==> src/rtl/pipe_skid_stage_pkg.sv <==
// Shared pipeline definitions: per-boundary payload widths, payload struct
// layouts, and the skid-stage state encoding. The skid stage itself only
// uses the state encoding and the default width, so it stays payload-agnostic.
package pipe_skid_stage_pkg;

  localparam int IF_ID_WIDTH  = 64;
  localparam int ID_EX_WIDTH  = 128;
  localparam int EX_MEM_WIDTH = 104;
  localparam int MEM_WB_WIDTH = 72;

  typedef struct packed {
    logic [31:0] pc;
    logic [31:0] inst;
  } if_id_t;

  typedef struct packed {
    logic [31:0] pc;
    logic [31:0] rs1_val;
    logic [31:0] rs2_val;
    logic [31:0] imm;
  } id_ex_t;

  typedef struct packed {
    logic [31:0] alu_res;
    logic [31:0] store_val;
    logic [31:0] pc;
    logic [4:0]  rd;
    logic [2:0]  funct3;
  } ex_mem_t;

  typedef struct packed {
    logic [31:0] wb_val;
    logic [31:0] pc;
    logic [4:0]  rd;
    logic [2:0]  wb_sel;
  } mem_wb_t;

  // Skid-stage state encoding; 2'b11 is unused and treated as illegal.
  localparam logic [1:0] ST_EMPTY = 2'b00;
  localparam logic [1:0] ST_BUSY  = 2'b01;
  localparam logic [1:0] ST_FULL  = 2'b10;

  function automatic logic [1:0] state_count(input logic [1:0] st);
    case (st)
      ST_BUSY: state_count = 2'd1;
      ST_FULL: state_count = 2'd2;
      default: state_count = 2'd0;
    endcase
  endfunction

endpackage

==> src/rtl/pipe_skid_stage.sv <==
// Two-entry skid buffer placed at a pipeline boundary in place of a plain
// enable flop. All handshake outputs come straight from registers, so there
// is no combinational path from i_ready to o_ready.
//
// Ports:
//   i_clk        clock, rising edge
//   i_reset      synchronous, active-low reset
//   i_valid      upstream payload valid
//   o_ready      stage can accept a payload this cycle
//   i_data       upstream payload
//   o_valid      downstream payload valid
//   i_ready      downstream accepts payload this cycle
//   o_data       downstream payload (main register)
//   i_flush      discard all held entries (redirect)
//   o_count      held entries, 0..2
//   o_stall_cnt  saturating count of cycles with o_valid=1 and i_ready=0
//
// state | meaning
// ------+-----------------------------------
// EMPTY | no entries held
// BUSY  | main register holds a payload
// FULL  | main and skid registers both held
module pipe_skid_stage
  import pipe_skid_stage_pkg::*;
#(
  parameter int                    DATA_WIDTH = IF_ID_WIDTH,
  parameter logic [DATA_WIDTH-1:0] BUBBLE     = '0,
  parameter int                    CNT_WIDTH  = 32
) (
  input  logic                  i_clk,
  input  logic                  i_reset,
  input  logic                  i_valid,
  output logic                  o_ready,
  input  logic [DATA_WIDTH-1:0] i_data,
  output logic                  o_valid,
  input  logic                  i_ready,
  output logic [DATA_WIDTH-1:0] o_data,
  input  logic                  i_flush,
  output logic [1:0]            o_count,
  output logic [CNT_WIDTH-1:0]  o_stall_cnt
);

  logic [1:0]            r_state;
  logic [1:0]            w_state_nxt;
  logic [DATA_WIDTH-1:0] r_main;
  logic [DATA_WIDTH-1:0] r_skid;
  logic [DATA_WIDTH-1:0] w_main_nxt;
  logic [DATA_WIDTH-1:0] w_skid_nxt;
  logic [CNT_WIDTH-1:0]  r_stall_cnt;
  logic                  w_in_fire;
  logic                  w_out_fire;

  assign o_valid     = (r_state != ST_EMPTY);
  assign o_ready     = (r_state != ST_FULL);
  assign o_data      = r_main;
  assign o_count     = state_count(r_state);
  assign o_stall_cnt = r_stall_cnt;

  assign w_in_fire  = i_valid & o_ready;
  assign w_out_fire = o_valid & i_ready;

  always_comb begin
    w_state_nxt = r_state;
    w_main_nxt  = r_main;
    w_skid_nxt  = r_skid;
    if (i_flush) begin
      // Redirect wins over everything, including a same-cycle accept.
      w_state_nxt = ST_EMPTY;
      w_main_nxt  = BUBBLE;
      w_skid_nxt  = BUBBLE;
    end else begin
      case (r_state)
        ST_EMPTY: begin
          if (w_in_fire) begin
            w_state_nxt = ST_BUSY;
            w_main_nxt  = i_data;
          end
        end
        ST_BUSY: begin
          if (w_in_fire && !w_out_fire) begin
            w_state_nxt = ST_FULL;
            w_skid_nxt  = i_data;
          end else if (!w_in_fire && w_out_fire) begin
            w_state_nxt = ST_EMPTY;
            w_main_nxt  = BUBBLE;
          end else if (w_in_fire && w_out_fire) begin
            w_main_nxt  = i_data;
          end
        end
        ST_FULL: begin
          if (w_out_fire) begin
            w_state_nxt = ST_BUSY;
            w_main_nxt  = r_skid;
            w_skid_nxt  = BUBBLE;
          end
        end
        default: begin
          // Unused encoding: fall back to a clean empty stage.
          w_state_nxt = ST_EMPTY;
          w_main_nxt  = BUBBLE;
          w_skid_nxt  = BUBBLE;
        end
      endcase
    end
  end

  always_ff @(posedge i_clk) begin
    if (!i_reset) begin
      r_state <= ST_EMPTY;
      r_main  <= BUBBLE;
      r_skid  <= BUBBLE;
    end else begin
      r_state <= w_state_nxt;
      r_main  <= w_main_nxt;
      r_skid  <= w_skid_nxt;
    end
  end

  // Stall statistics survive flushes; only reset clears them.
  always_ff @(posedge i_clk) begin
    if (!i_reset) begin
      r_stall_cnt <= '0;
    end else if (o_valid && !i_ready && (r_stall_cnt != '1)) begin
      r_stall_cnt <= r_stall_cnt + CNT_WIDTH'(1);
    end
  end

endmodule

==> config.mk <==
export PLATFORM = sky130hd
export DESIGN_NAME = pipe_skid_stage
export DESIGN_NICKNAME = d
export VERILOG_FILES = /design/src/rtl/pipe_skid_stage_pkg.sv /design/src/rtl/pipe_skid_stage.sv
export SDC_FILE = /design/constraint.sdc
export NUM_CORES = 1
export LEC_CHECK = 0
export CORE_ASPECT_RATIO = 2
export CORE_UTILIZATION = 53
export CTS_CLUSTER_DIAMETER = 80
export CTS_CLUSTER_SIZE = 10
export DETAILED_ROUTE_END_ITERATION = 7
export PLACE_DENSITY = 0.95
export RECOVER_POWER = 100
export SETUP_SLACK_MARGIN = 0.5
export SYNTH_ARGS = -nofsm -noshare
export SYNTH_HDL_FRONTEND = slang
export SYNTH_SLANG_ARGS = --single-unit
export TNS_END_PERCENT = 10
==> constraint.sdc <==
create_clock -name i_clk -period 4.7 [get_ports i_clk]
set_clock_uncertainty 0.15 [all_clocks]
set_input_delay 0.47 -clock i_clk [delete_from_list [all_inputs] [get_ports i_clk]]
set_output_delay 0.47 -clock i_clk [all_outputs]
set_load 0.05 [all_outputs]
==> qor.yml, run 1 <==
status:
  status: "finished, violations left"
  failed_checks: "design-rule violations, max-capacitance violations, max-slew violations"
sta:
  fin_crit_ns: 3.768
  setup_tns_ns: 0
  worstMarginPinSlew_ns: 1.721
  maxSlewHeadroom: -0.1580
  finalSetupViolations: 0
  whs_ns: 0.3016
  rsz0062_at_grt: "false"
  maxSlewViolCount: 98
  hold_violations: 0
  fin_crit_sh: 0.8017
  clock.fmax_mhz: 265.4
layout:
  final_util: 0.7301
  area_growth_pct: 34.40
  drive_gt1_frac: 0.06111
  nNetsFinal: 957
  final_area_sq_um: 8852
  nFillCells: 859
synthesis:
  synth_common_cells: "dfxtp_1, a21oi_1, nand2_1"
  yosysTopAreaCell: "dfxtp_1"
  synth_area_leaders: "dfxtp_1, a21oi_1, nand3_1"
  netlist_instances: 758
  synth_nets: 828
  syn_avg_cell_area_sq_um: 8.689
  synth_edf_count: 0
  synth_seq_area_share: 0.4924
  ys.flop_type: "dfxtp_1"
  yosys_warnings: 0
  netlist-cell-type-count: 50
  synth-seq-cells: 162
  async_flop_share: 0
  synth_top_area_frac: 0.4924
  post-synth-top-count-cell: "dfxtp_1"
  netlist_area_sq_um: 6586
worst_setup_path:
  r2r-start: "o_stall_cnt[7]"
  endpoint_kind: "flop"
  startpoint: "o_stall_cnt[7]"
  crit_slowest_cell: "nor4_1"
  r2r_cells: 5
  worstPathRequired_ns: 4.88
  crit_type: "flop to flop"
  path_cells: "nand4_1 > nor4_1 > nand3_1 > or4_1 > a21oi_1"
  worstSetupStartpointType: "flop"
  cp_num_cells: 5
  cp_max_fo: 9
  crit_family: "simple AND/OR/NAND/NOR gates"
  cpPeakStageDelay_ns: 1.47
  cp.arrival_ns: 3.95
  crit_buf_inv: 0
power_and_ir_drop:
  leakagePower_uw: 0.003359
  total_power_uw: 3103
  power.density_nw_per_um2: 350.5
  vdd_drop_max_v: 0.0003103
clocking:
  clk_latency_ns: 0.42
  cts_buffers: 17
  cts_buffer_depth: 2
  cts-htree-levels: 4
  cts_resized: 0
  cts.clk_slew.worst_paths_ns: 0.07
  cts_root_buf: "clkbuf_16"
  cts_sinks: 162
  cts_setup_buffers: 0
  hold_buffers: 0
  cts_tree: "yes"
detailed_routing:
  dr.pass1.iters: 8
  drt_iter0_drc: 533
  drc_errors: 2
  ant_nets: 0
  vias_per_cell: 6.279
  vias: 6580
  routed_wl_mm: 19.36
  wl_per_cell_microns: 18.48
floorplanning:
  io-pin-count: 169
  fp-row-count: 57
  die_h_microns: 159.7
  start_util: 0.5432
  core-area_sq_um: 12120
  die_w_microns: 80.83
  dieArea_sq_um: 12900
min_path:
  worstHoldStart: "r_skid[60]"
  min_path_type: "flop to flop"
  min_delay_path_depth: 2
placed_design:
  dp_hpwl_mm: 12.30
  gp_congestion: 0.8329
  io_buffers: 168
  dpl-instance-area_sq_um: 8325
global_route:
  grt_pass1_vias: 6459
  gr-total-overflow: 0
  grt_max_degree: 89
  grt_pass1_wl_mm: 30.89
  antenna_found_initial: 1
  track_usage: 0.3052
job:
  maxCapViolations: 2
-- area by class of cell --
type	count	area, sq um	area share
diodes	1	2.502	0.0002827
clock buffers	18	429.2	0.04848
clock inverters	14	147.6	0.01668
inverters	5	18.77	0.002120
multi-input cells	522	3070	0.3469
flip-flops and latches	162	3243	0.3664
well taps	147	183.9	0.02078
repair buffers	179	1757	0.1984
-- tightest hold or removal path, delay by kind of cell (launching register included) --
kind / cells / cell delay (ns)
DFF: 1 / 0.31
and+or+nand+nor: 1 / 0.05
AOI/OAI and AO/OA: 1 / 0.05
-- report_power, final --
group,leakage (uW),internal [uW],switching [uW]
registers,0.00131,1390,16.8
logic,0.00178,130,222
clock network,0.000270,708,631
total,0.00336,2230,870
-- placed cells by master, fill, tap and decap left out, drive strengths merged, types with 2 or more instances in the layout --
cell type      instances
nor3                   4
nand3b                 2
a211oi                 2
o21a                   2
nand2                 82
nor2                  71
nand2b                 8
clkbuf                20
clkinvlp               4
nor2b                  3
a222oi                33
nor4                   4
a22o                  31
nand3                 80
nand4                  6
o22a                   2
dlygate4sd3          102
and2                   2
or4                    9
clkdlybuf4s50         66
dfxtp                162
o21ai                 13
mux2i                  7
a21oi                 87
o31ai                  8
and3                   2
or3                   11
a22oi                 31
xnor2                  2
clkinv                 3
and4                   6
inv                   12
buf                    9
-- path summary, 6_finish.rpt --
kind | slack, ns | end
max | 0.93 | o_stall_cnt[30]
min | 0.30 | r_skid[60]
max reg2reg | 0.93 | o_stall_cnt[30]
min reg2reg | 0.30 | r_skid[60]
-- state kept, by name, summed over array words and instances, names as in the netlist --
name / flops
o_data: 64
r_skid: 64
r_state: 2
o_stall_cnt: 32
-- routing by layer --
layer  part of all wire  global-route usage
met1               0.35              0.3221
met2               0.52              0.5260
met3              0.078             0.07657
met4              0.052              0.1826
met5                  0                   0
-- stage by stage --
stage / instances / setup WS [ns]
2_1_floorplan: 758 / 2.148
3_3_place_gp: 1015 / 1.401
3_5_place_dp: 1015 / 1.333
4_1_cts: 1047 / 1.357
5_1_grt: 1048 / 0.7635
6_report: 1048 / 0.9320
-- cell families (layout without fill, tap and decap cells) --
kind of cell    Yosys count  in the layout  synth area share
flops                   162            162            0.4924
mux                       7              7           0.01064
compound gates          217            217            0.2295
other cells               0              1                 0
fa+ha+maj                 1              1          0.001899
simple gates            294            294            0.2183
xor+xnor                  3              3          0.003990
buf+inv                  74            216           0.04331
(Power assumes the default switching activity.)
==> run 2: changes to the inputs <==
CORE_UTILIZATION = 44   (was 53)
PLACE_DENSITY = 0.87   (was 0.95)
clock period = 3.34 ns   (was 4.7 ns; I/O delays follow)
==> run 2 against run 1 <==
The flow now finishes without violations. Via count decreased by 2.6%. First-iteration DRC count decreased by 8.8%. Non-clock buffer count up 5. Total power increased by 42%. Final cell count rose by 4.7%. Sequential cell count unchanged. Design area is 2.0% higher. Sequential power rose by 41%. Largest cell class unchanged. Largest power group unchanged. Highest routed layer unchanged.
==> qor.yml, run 2 (synthesis results as in run 1) <==
floorplanning:
  fp-row-count: 62  # was 57
  dieArea_sq_um: 15490  # was 12900 sq um
  die_w_microns: 88.51  # was 80.83 microns
  start_util: 0.4540  # was 0.5432
  core-area_sq_um: 14510  # was 12120 sq um
  die_h_microns: 175.0  # was 159.7 microns
  io-pin-count: 169  # unchanged
status:
  status: "finished, final reports clean"  # was finished, violations left
detailed_routing:
  vias: 6408  # was 6580
  routed_wl_mm: 18.91  # was 19.36 mm
  vias_per_cell: 5.841  # was 6.279
  ant_nets: 0  # unchanged
  dr.pass1.iters: 5  # was 8
  wl_per_cell_microns: 17.23  # was 18.48 microns
  drt_iter0_drc: 486  # was 533
  drc_errors: 0  # was 2
sta:
  clock.fmax_mhz: 345.8
  maxSlewViolCount: 0  # was 98
  worstMarginPinSlew_ns: 1.424  # was 1.721 ns
  hold_violations: 0  # unchanged
  fin_crit_ns: 2.892
  finalSetupViolations: 0  # unchanged
  setup_tns_ns: 0  # unchanged
  fin_crit_sh: 0.8658
  maxSlewHeadroom: 0.05051  # was -0.1580
  fin_ws_ns: 0.4481  # was 0.9320 ns
  rsz0062_at_grt: "false"  # unchanged
global_route:
  grt_max_degree: 79  # was 89
  grt_pass1_wl_mm: 29.86  # was 30.89 mm
  track_usage: 0.2484  # was 0.3052
  antenna_found_initial: 0  # was 1
  gr-total-overflow: 0  # unchanged
  grt_pass1_vias: 6180  # was 6459
worst_setup_path:
  endpoint_kind: "output port"  # was flop
  cp.arrival_ns: 2.41  # was 3.95 ns
  crit_type: "flop to output port"  # was flop to flop
  path_cells: "nor2b_1 > clkdlybuf4s50_1"  # was nand4_1 > nor4_1 > nand3_1 > or4_1 > a21oi_1
  cpPeakStageDelay_ns: 0.91  # was 1.47 ns
  worstPathRequired_ns: 2.86  # was 4.88 ns
  crit_buf_inv: 1  # was 0
  cp_max_fo: 14  # was 9
  crit_family: "buffers and inverters"  # was simple AND/OR/NAND/NOR gates
  worstSetupStartpointType: "flop"  # unchanged
  crit_slowest_cell: "clkdlybuf4s50_1"  # was nor4_1
clocking:
  cts_tree: "yes"  # unchanged
  cts_buffers: 17  # unchanged
  cts_buffer_depth: 2  # unchanged
  cts-htree-levels: 4  # unchanged
  cts_sinks: 162  # unchanged
  cts_root_buf: "clkbuf_16"  # unchanged
  hold_buffers: 0  # unchanged
  clk_latency_ns: 0.42  # about the same
  cts.clk_slew.worst_paths_ns: 0.07  # about the same
min_path:
  min_path_type: "flop to flop"  # unchanged
job:
  maxCapViolations: 0  # was 2
placed_design:
  dp_hpwl_mm: 12.52  # was 12.30 mm
  io_buffers: 168  # unchanged
  gp_congestion: 0.7917  # was 0.8329
  post-place-ws_ns: 0.7585  # was 1.333 ns
layout:
  final_cell_mix: "dfxtp_1, dlygate4sd3_1, a21oi_1"  # unchanged
  drive_gt1_frac: 0.06851  # was 0.06111
  diodes: 0  # was 1
  mostFrequentLayoutCell: "dfxtp_1"  # unchanged
  area_growth_pct: 37.06  # was 34.40%
  nNetsFinal: 962  # was 957
power_and_ir_drop:
  leakagePower_uw: 0.003452  # was 0.003359 uW
  power.density_nw_per_um2: 489.2  # was 350.5 nW/um^2
  vdd_drop_max_v: 0.0004106  # was 0.0003103 V
  total_power_uw: 4417  # was 3103 uW
[run 2: changes by cell type in the layout (fill, tap and decap cells not counted), moves of 2 or more]
| cell | change |
|---|---|
| inv_6 | +2 |
| clkbuf_2 | +4 |
| clkinvlp_4 | -4 |
| o21ai_0 | -2 |
| clkinv_8 | +3 |
| dlygate4sd3_1 | -3 |
| o21ai_1 | +2 |
| clkbuf_1 | -3 |
| clkinv_4 | +3 |
| inv_8 | -4 |
| buf_12 | +3 |
| nor2b_1 | +2 |
| clkdlybuf4s50_1 | +3 |
[run 2: repair_timing]
action / 4_1_cts / 5_1_grt
endpoints found under the setup margin: 1 / 0
hold endpoints to repair: 0 / 0
buffers inserted: 0 / 0
resized for setup: 1 / 0
[run 2: worst paths after layout]
path | cells past startpoint | endpoint | slack, ns | start
min reg2reg | 2 | r_skid[60] | 0.30 | r_skid[60]
max | 2 | o_count[1] | 0.45 | r_state[1]
min | 2 | r_skid[60] | 0.30 | r_skid[60]
max reg2reg | 6 | o_data[37] | 0.52 | r_state[1]
[run 2: power breakdown]
group | switching, uW | internal (uW)
logic | 312 | 191
clock network | 905 | 1020
registers | 22.7 | 1960
[run 2: worst register-to-register path: stages (launching register included)]
cell and delay [ns]:
dfxtp_1 0.73, nor2b_1 0.35, clkbuf_2 0.40, and2_1 0.18, clkbuf_2 0.60, a222oi_1 0.21
nor2_1 0.13
[run 2: layer usage]
metal / track usage / routed length (microns) / vias to the layer above
met1: 0.2685 / 6942 / 3047
met5: 0 / 0 / -
li1: - / - / 3066
met2: 0.4279 / 9983 / 242
met3: 0.05952 / 1129 / 53
met4: 0.1431 / 850 / 0
[run 2: cell type report]
| class | count | area [sq um] |
|---|---|---|
| Clock buffer | 18 | 439.2 |
| Clock inverter | 14 | 165.2 |
| Inverter | 5 | 18.77 |
| Timing Repair Buffer | 184 | 1829 |
| Tap cell | 192 | 240.2 |
| Multi-Input combinational cell | 522 | 3092 |
| Fill cell | 1211 | 5479 |
| Sequential cell | 162 | 3243 |
[run 2: per-stage QoR]
stage	utilization	hold slack, ns	cell area [sq um]	std cells
4_1_cts	0.6252	0.3038	9070	1097
6_report	0.6223	0.3044	9027	1097
3_3_place_gp	0.5835	0.2872	8464	1065
3_5_place_dp	0.5835	0.2937	8464	1065
5_1_grt	0.6223	0.3168	9027	1097
2_1_floorplan	-	0.2813	6586	758
